==> config.mk <==
export PLATFORM = sky130hd
export DESIGN_NAME = a_skew_feeder
export DESIGN_NICKNAME = d
export VERILOG_FILES = /design/src/rtl/tpu_pkg.sv /design/src/rtl/a_skew_row.sv /design/src/rtl/a_skew_feeder.sv
export SDC_FILE = /design/constraint.sdc
export NUM_CORES = 2
export LEC_CHECK = 0
export ABC_AREA = 1
export CAP_MARGIN = 20
export CORE_MARGIN = 4
export CORE_UTILIZATION = 50
export DETAILED_ROUTE_END_ITERATION = 7
export PLACE_DENSITY = 0.66
export REMOVE_ABC_BUFFERS = 1
export SYNTH_ARGS = -nofsm -noshare
export SYNTH_HDL_FRONTEND = slang
export SYNTH_SLANG_ARGS = --single-unit
==> constraint.sdc <==
create_clock -name clk -period 2.4 [get_ports clk]
set_input_delay 0.24 -clock clk [delete_from_list [all_inputs] [get_ports clk]]
set_output_delay 0.24 -clock clk [all_outputs]
set_load 0.02 [all_outputs]
==> src/rtl/tpu_pkg.sv <==
// Shared TPU definitions: default operand width and array size, and the
// feeder state encoding. The MAC array uses the same defaults.
package tpu_pkg;

  localparam int BITS_AB_DEF = 8;
  localparam int DIM_DEF     = 8;

  typedef enum logic {
    IDLE   = 1'b0,
    STREAM = 1'b1
  } state_t;

endpackage

==> src/rtl/a_skew_row.sv <==
// One skew chain of the A feeder. The chain is DIM+DELAY elements long and
// its head (element 0) feeds one row of the MAC array. A load places the
// row data behind DELAY leading zeros; a shift moves every element one
// place toward the head and brings a zero in at the tail.
module a_skew_row
  import tpu_pkg::*;
#(
  parameter int BITS_AB = BITS_AB_DEF,
  parameter int DIM     = DIM_DEF,
  parameter int DELAY   = 0
) (
  input  logic                          clk,
  input  logic                          rst,
  input  logic                          load,
  input  logic                          shift,
  input  logic [DIM-1:0][BITS_AB-1:0]   din,
  output logic [BITS_AB-1:0]            head
);

  localparam int LEN = DIM + DELAY;

  logic [LEN-1:0][BITS_AB-1:0] chain_q;
  logic [LEN-1:0][BITS_AB-1:0] chain_d;

  // next chain contents: load (behind DELAY zeros) or shift toward the head
  always_comb begin
    chain_d = chain_q;
    if (load) begin
      chain_d = '0;
      for (int c = 0; c < DIM; c++) begin
        chain_d[DELAY + c] = din[c];
      end
    end else if (shift) begin
      chain_d = chain_q >> BITS_AB;
    end
  end

  // chain storage with synchronous clear
  always_ff @(posedge clk) begin
    if (rst) begin
      chain_q <= '0;
    end else begin
      chain_q <= chain_d;
    end
  end

  assign head = chain_q[0];

endmodule

==> src/rtl/a_skew_feeder.sv <==
// A-operand skew feeder for a DIM x DIM systolic MAC array. Rows of A are
// written while idle; a start pulse then streams them out diagonally so that
// row r lags row r-1 by one enabled cycle. A stream lasts 2*DIM-1 enabled
// cycles and consumes the loaded data.
//
// Optional build macro A_SKEW_ASSERT_EN compiles in protocol assertions
// (write/start while streaming, out-of-range row, done not a single pulse).
//
// state  | meaning
// IDLE   | rows may be written, waiting for start, Aout held at zero
// STREAM | chains shift on en, k counts enabled shifts, done on the last one
module a_skew_feeder
  import tpu_pkg::*;
#(
  parameter int BITS_AB = BITS_AB_DEF,
  parameter int DIM     = DIM_DEF
) (
  input  logic                                clk,
  input  logic                                rst,
  input  logic                                WrEn,
  input  logic [$clog2(DIM)-1:0]              Arow,
  input  logic signed [DIM-1:0][BITS_AB-1:0]  Ain,
  input  logic                                start,
  input  logic                                en,
  output logic signed [DIM-1:0][BITS_AB-1:0]  Aout,
  output logic                                busy,
  output logic                                done
);

  localparam int            KW     = $clog2(2 * DIM);
  localparam logic [KW-1:0] K_LAST = KW'(2 * DIM - 2);

  state_t           state_q;
  state_t           state_d;
  logic [KW-1:0]    k_q;
  logic [KW-1:0]    k_d;

  logic             shift_en;
  logic             wr_ok;
  logic [DIM-1:0]   row_load;
  logic [BITS_AB-1:0] head_w [DIM];

  // state and stream counter registers
  always_ff @(posedge clk) begin
    if (rst) begin
      state_q <= IDLE;
      k_q     <= '0;
    end else begin
      state_q <= state_d;
      k_q     <= k_d;
    end
  end

  // next state: start leaves IDLE, the last enabled shift returns to it
  always_comb begin
    state_d = state_q;
    k_d     = k_q;
    case (state_q)
      IDLE: begin
        if (start) begin
          state_d = STREAM;
          k_d     = '0;
        end
      end
      STREAM: begin
        if (en) begin
          if (k_q == K_LAST) begin
            state_d = IDLE;
            k_d     = '0;
          end else begin
            k_d = k_q + KW'(1);
          end
        end
      end
      default: state_d = IDLE;
    endcase
  end

  // outputs and chain controls, all from registered state plus live inputs
  always_comb begin
    busy     = (state_q == STREAM);
    shift_en = busy && en;
    done     = shift_en && (k_q == K_LAST);
    // writes are only honoured in IDLE, so a same-cycle start still sees them
    wr_ok    = (state_q == IDLE) && WrEn && (int'(Arow) < DIM);
    row_load = '0;
    if (wr_ok) begin
      row_load[Arow] = 1'b1;
    end
    Aout = '0;
    if (busy) begin
      for (int r = 0; r < DIM; r++) begin
        Aout[r] = head_w[r];
      end
    end
  end

  // one chain per row, row r delayed by r
  for (genvar r = 0; r < DIM; r++) begin : g_row
    a_skew_row #(
      .BITS_AB (BITS_AB),
      .DIM     (DIM),
      .DELAY   (r)
    ) u_row (
      .clk   (clk),
      .rst   (rst),
      .load  (row_load[r]),
      .shift (shift_en),
      .din   (Ain),
      .head  (head_w[r])
    );
  end

`ifdef A_SKEW_ASSERT_EN
  a_wren_in_stream : assert property (@(posedge clk) disable iff (rst) !(busy && WrEn))
    else $error("a_skew_feeder: WrEn while streaming");
  a_start_in_stream : assert property (@(posedge clk) disable iff (rst) !(busy && start))
    else $error("a_skew_feeder: start while streaming");
  a_arow_range : assert property (@(posedge clk) disable iff (rst) WrEn |-> (int'(Arow) < DIM))
    else $error("a_skew_feeder: Arow out of range");
  a_done_single : assert property (@(posedge clk) disable iff (rst) done |=> !done)
    else $error("a_skew_feeder: done held for more than one cycle");
`endif

endmodule

Yosys cells after proc, flatten, opt, wreduce, memory -nomap -nowiden
Cells that the tools add are included.

Bits in registers: 741. Output and inout port bits: 66. Logic and storage cells: 149.

Add/subtract/negate cells: 1. Order comparisons: 2. Equal/unequal tests: 3. Mux-type cells: 28. Bitwise gates (word level): 1. Reduce and logical (&&, ||, !) cells: 20.

Operators by type and width (count): $mux W120 (2); $mux W112 (2); $mux W104 (2); $mux W64 (3); $mux W96 (2); $mux W88 (2); $mux W80 (2); $mux W72 (2); $reduce_bool A2 Y1 (8); $reduce_or A2 Y1 (7); $mux W4 (3); $mux W8 (1); $pmux W4 S2 (1); $add A4 B1 Y4 const B (1); $eq A4 B4 Y1 const B (1); $logic_and A1 B1 Y1 (4); $lt A3 B4 Y1 const B (1); $mux W1 (4); $ne A2 B2 Y1 const B (2); $demux W1 S3 (1); $ge A3 B1 Y1 const B (1); $pmux W1 S2 (1); $reduce_and A2 Y1 (1); $not A1 Y1 (1).

Longest topological paths before layout
Word-level depth: 6. Gate-level depth with buffers: 9. Depth with buffers taken out: 7.

Hierarchy
A second synthesis with hierarchy kept.

Cell total of the unflattened synthesis: 4887. Area total of the unflattened synthesis: 32930.3 um^2.

By module, submodules not included: a_skew_row (g_row[7].u_row) (times used 1, cells each 706, area each 4936.0 um^2, sequential area each 2402.3 um^2); a_skew_row (g_row[6].u_row) (times used 1, cells each 675, area each 4699.5 um^2, sequential area each 2242.2 um^2); a_skew_row (g_row[5].u_row) (times used 1, cells each 636, area each 4379.2 um^2, sequential area each 2082.0 um^2); a_skew_row (g_row[4].u_row) (times used 1, cells each 604, area each 4107.7 um^2, sequential area each 1921.8 um^2); a_skew_row (g_row[3].u_row) (times used 1, cells each 569, area each 3838.7 um^2, sequential area each 1761.7 um^2); a_skew_row (g_row[2].u_row) (times used 1, cells each 536, area each 3629.7 um^2, sequential area each 1601.5 um^2); a_skew_row (g_row[1].u_row) (times used 1, cells each 502, area each 3403.3 um^2, sequential area each 1441.4 um^2); a_skew_row (g_row[0].u_row) (times used 1, cells each 469, area each 3096.7 um^2, sequential area each 1281.2 um^2); a_skew_feeder (times used 1, cells each 190, area each 839.6 um^2, sequential area each 100.1 um^2).

Worst setup path after synthesis
No wires, ideal clock.

Path kind: register to output. Start point: reg state_q, in the netlist busy. End point: out done. Arrival time: 1.431 ns. Required time: 2.160 ns. Path slack: 0.729 ns. Cell stages (with the launch flop): 6. Buffers on the path: 3. Cell sequence: dfxtp_1 buf_2 nand2_2 buf_2 clkbuf_1 nor2_1.

Cells in the longest elaborated chain, start to end: 2.

Ends and longest elaborated chain: start, declared (RTL line a_skew_feeder.sv:33) `state_t state_q;`; start signal, assigned (RTL line a_skew_feeder.sv:49) `state_q <= state_d;`; $logic_and A1 B1 Y1 (RTL line a_skew_feeder.sv:82) `shift_en = busy && en;`; $logic_and A1 B1 Y1 (RTL line a_skew_feeder.sv:83) `done = shift_en && (k_q == K_LAST);`; end, declared (RTL line a_skew_feeder.sv:27) `output logic done`.

No other way between the ends.

==> impl_metrics.json <==
{
  "p_seq_share_pct": 47.0,
  "fp.dieArea_mm2": 0.06976,
  "wl_mm": 90.54,
  "irDropWorstVdd_v": 0.0005305,
  "power_density_mw_per_mm2": 716.5,
  "synth.distinct_cells": 22,
  "relSlewSlack_pct": 47.96,
  "synth_edf_count": 0,
  "viasPerCell": 5.299,
  "final-instance-count-excl-fill": 5784,
  "cp-start-kind": "flop",
  "max_freq_mhz": 430.9,
  "grt_max_degree": 162,
  "dp_cells": 5646,
  "whs_ps": 362.4,
  "drc": 0,
  "syn_inst": 4968,
  "clkTransAtPathRegs_ps": 60,
  "outcome": "finished clean",
  "finalHoldViolCount": 0,
  "critPathArrivalTime_ps": 2080,
  "finClkSkew_ps": 23.36,
  "htree_levels": 3,
  "synth.top_cell.area_share_pct": 45.22,
  "finalSetupViolCount": 0,
  "grt_pass1_wl_mm": 148.1,
  "n_antenna_cell": 0,
  "post-route-period-util_pct": 96.70,
  "dr.pass1.iters": 5,
  "wl_per_cell_um": 15.65,
  "final_max_slew_viol_count": 0,
  "ys_seq_elements": 741,
  "ys_top_cells_by_count": "nand2_1 (2225), dfxtp_1 (741), a21oi_1 (740), nand3_1 (682), buf_2 (180)",
  "worstPathMaxFanout": 19,
  "synth_top_area_cell": "dfxtp_1",
  "synth_flop_cell": "dfxtp_1",
  "root_buffer": "clkbuf_16",
  "vias": 30650,
  "cts.sinks": 741,
  "cts-root-to-sink-buffers": 3,
  "ios": 138,
  "grt_overflow": 0,
  "gp_congestion": 0.7951,
  "p_leak_nw": 15.05,
  "finalInstanceArea_mm2": 0.03774,
  "maxCapViolations": 0,
  "hold_path_depth": 3,
  "clock_latency_ps": 620,
  "netlist_area_mm2": 0.03280,
  "io_buffers": 137,
  "core-area_mm2": 0.06470,
  "antenna_found_initial": 0,
  "critical_path_class": "flop to primary output",
  "fp.dieH_um": 264.1,
  "fill_cells": 6494,
  "internal-power_w": 0.02043,
  "ys_seq_area_share_pct": 45.22,
  "syn_avg_cell_area_um2": 6.603,
  "initial_core_util_pct": 50.70,
  "synth.top_cells.by_area": "dfxtp_1 (45%), nand2_1 (25%), a21oi_1 (11%), nand3_1 (10%), buf_2 (2.7%)",
  "min_path_type": "input pin to flop",
  "worst_slew_pin_slew_ps": 780.7,
  "end_kind": "primary output",
  "rsz0062_at_grt": "no",
  "yosysMostFrequentCell": "nand2_1",
  "final.setup.tns_ps": 0,
  "drive_gt1_share_pct": 5.133,
  "yosys_warnings": 0,
  "power.switching_w": 0.006608,
  "nets": 4949,
  "power_w": 0.02704,
  "drt_iter0_markers": 2845,
  "r2r_cells": 7,
  "rows": 93,
  "postRouteAntennaNets": 0,
  "grt_usage_pct": 24.92,
  "synthArstFlopShare_pct": 0,
  "post-route-min-period_ps": 2321,
  "comb_power_share_pct": 7.9,
  "place_area_mm2": 0.03514,
  "switching_share_pct": 24.44,
  "hpwl_mm": 50.27,
  "die_w_um": 264.1,
  "cts_tree": "built",
  "syn_to_final_growth_pct": 15.06,
  "numCtsBuffers": 80,
  "clock_power_share_pct": 45.2,
  "cp.required_ps": 2160,
  "grt_pass1_vias": 27060
}
-- registers in the layout, indices dropped and copies added, names as in the netlist --
register             count
busy                     1
g_row.u_row.chain_q    672
g_row.u_row.head        64
k_q                      4
-- per-layer routing --
metal  GRT usage (%)  routed length, µm  up-vias
li1                -                  -    15740
met1           37.89              44270    13910
met2           38.00              39310      906
met3           2.859               5625       91
met4           5.711               1330        0
met5               0                  0        -
-- worst paths after layout --
check / from / end / slack [ps]
max: busy / Aout[2] / 80
min: start / busy / 360
max reg2reg: busy / g_row[6].u_row.chain_q[57] / 300
min reg2reg: g_row[7].u_row.chain_q[24] / g_row[7].u_row.chain_q[24] / 460
-- cell families (layout without fill, tap and decap cells) --
| family | count (synthesis) | after routing | share of synthesized area, % |
|---|---|---|---|
| flops | 741 | 741 | 45.22 |
| buf+inv | 553 | 514 | 7.122 |
| fa+ha+maj | 2 | 2 | 0.07628 |
| xor+xnor | 1 | 1 | 0.02671 |
| simple gates | 2928 | 2928 | 36.21 |
| compound gates | 743 | 743 | 11.34 |
-- power groups by stage --
stage | Sequential [W] | Clock (W) | Combinational (W)
finish | 0.0127 | 0.0122 | 0.00213
global route | 0.0127 | 0.0129 | 0.00232
CTS | 0.0127 | 0.0125 | 0.00211
detailed placement | 0.0130 | 0 | 0.00210
global placement | 0.0130 | 0 | 0.00210
floorplan | 0.0129 | 0 | 0.00107
-- per-stage QoR --
stage	setup WS, ps	utilization [%]
after floorplan	-18790	-
after global placement	16.08	54.31
after detailed placement	23.54	54.31
after CTS	8.250	58.32
after global routing	25.17	58.34
final	79.30	58.34
-- timing repair --
item / in CTS / in global routing
resized for setup: 2 / 4
hold endpoints to repair: 23 / 0
buffers inserted: 1 / 0
setup endpoints to repair: 63 / 4
hold buffers: 1 / 0
pin swaps: 0 / 0
-- area by class of cell --
cell class | instances | area (µm²) | area share [%]
inverters | 134 | 510.5 | 1.353
clock inverters | 21 | 241.5 | 0.6398
repair buffers | 244 | 2962 | 7.847
well taps | 855 | 1070 | 2.835
multi-input cells | 3674 | 15790 | 41.84
clock buffers | 115 | 2327 | 6.166
flip-flops and latches | 741 | 14840 | 39.32
-- cells in the final DEF (no fill, tap or decap), drive strengths merged --
master	n
nand2	2226
dfxtp	741
a21oi	740
nand3	682
inv	135
clkdlybuf4s50	134
clkbuf	115
buf	107
nor2	18
clkinv	15
bufinv	5
o21ai	2
ha	2
dlymetal6s2s	2
or2	1
xnor2	1
o21bai	1
nand4	1
dlygate4sd3	1
-- critical path: stages, from the launching register on --
cell and delay, ps:
dfxtp_4 440, buf_8 200, nand2_1 130, inv_1 90, clkdlybuf4s50_1 600
No activity file was read; power rests on OpenSTA's default activity.
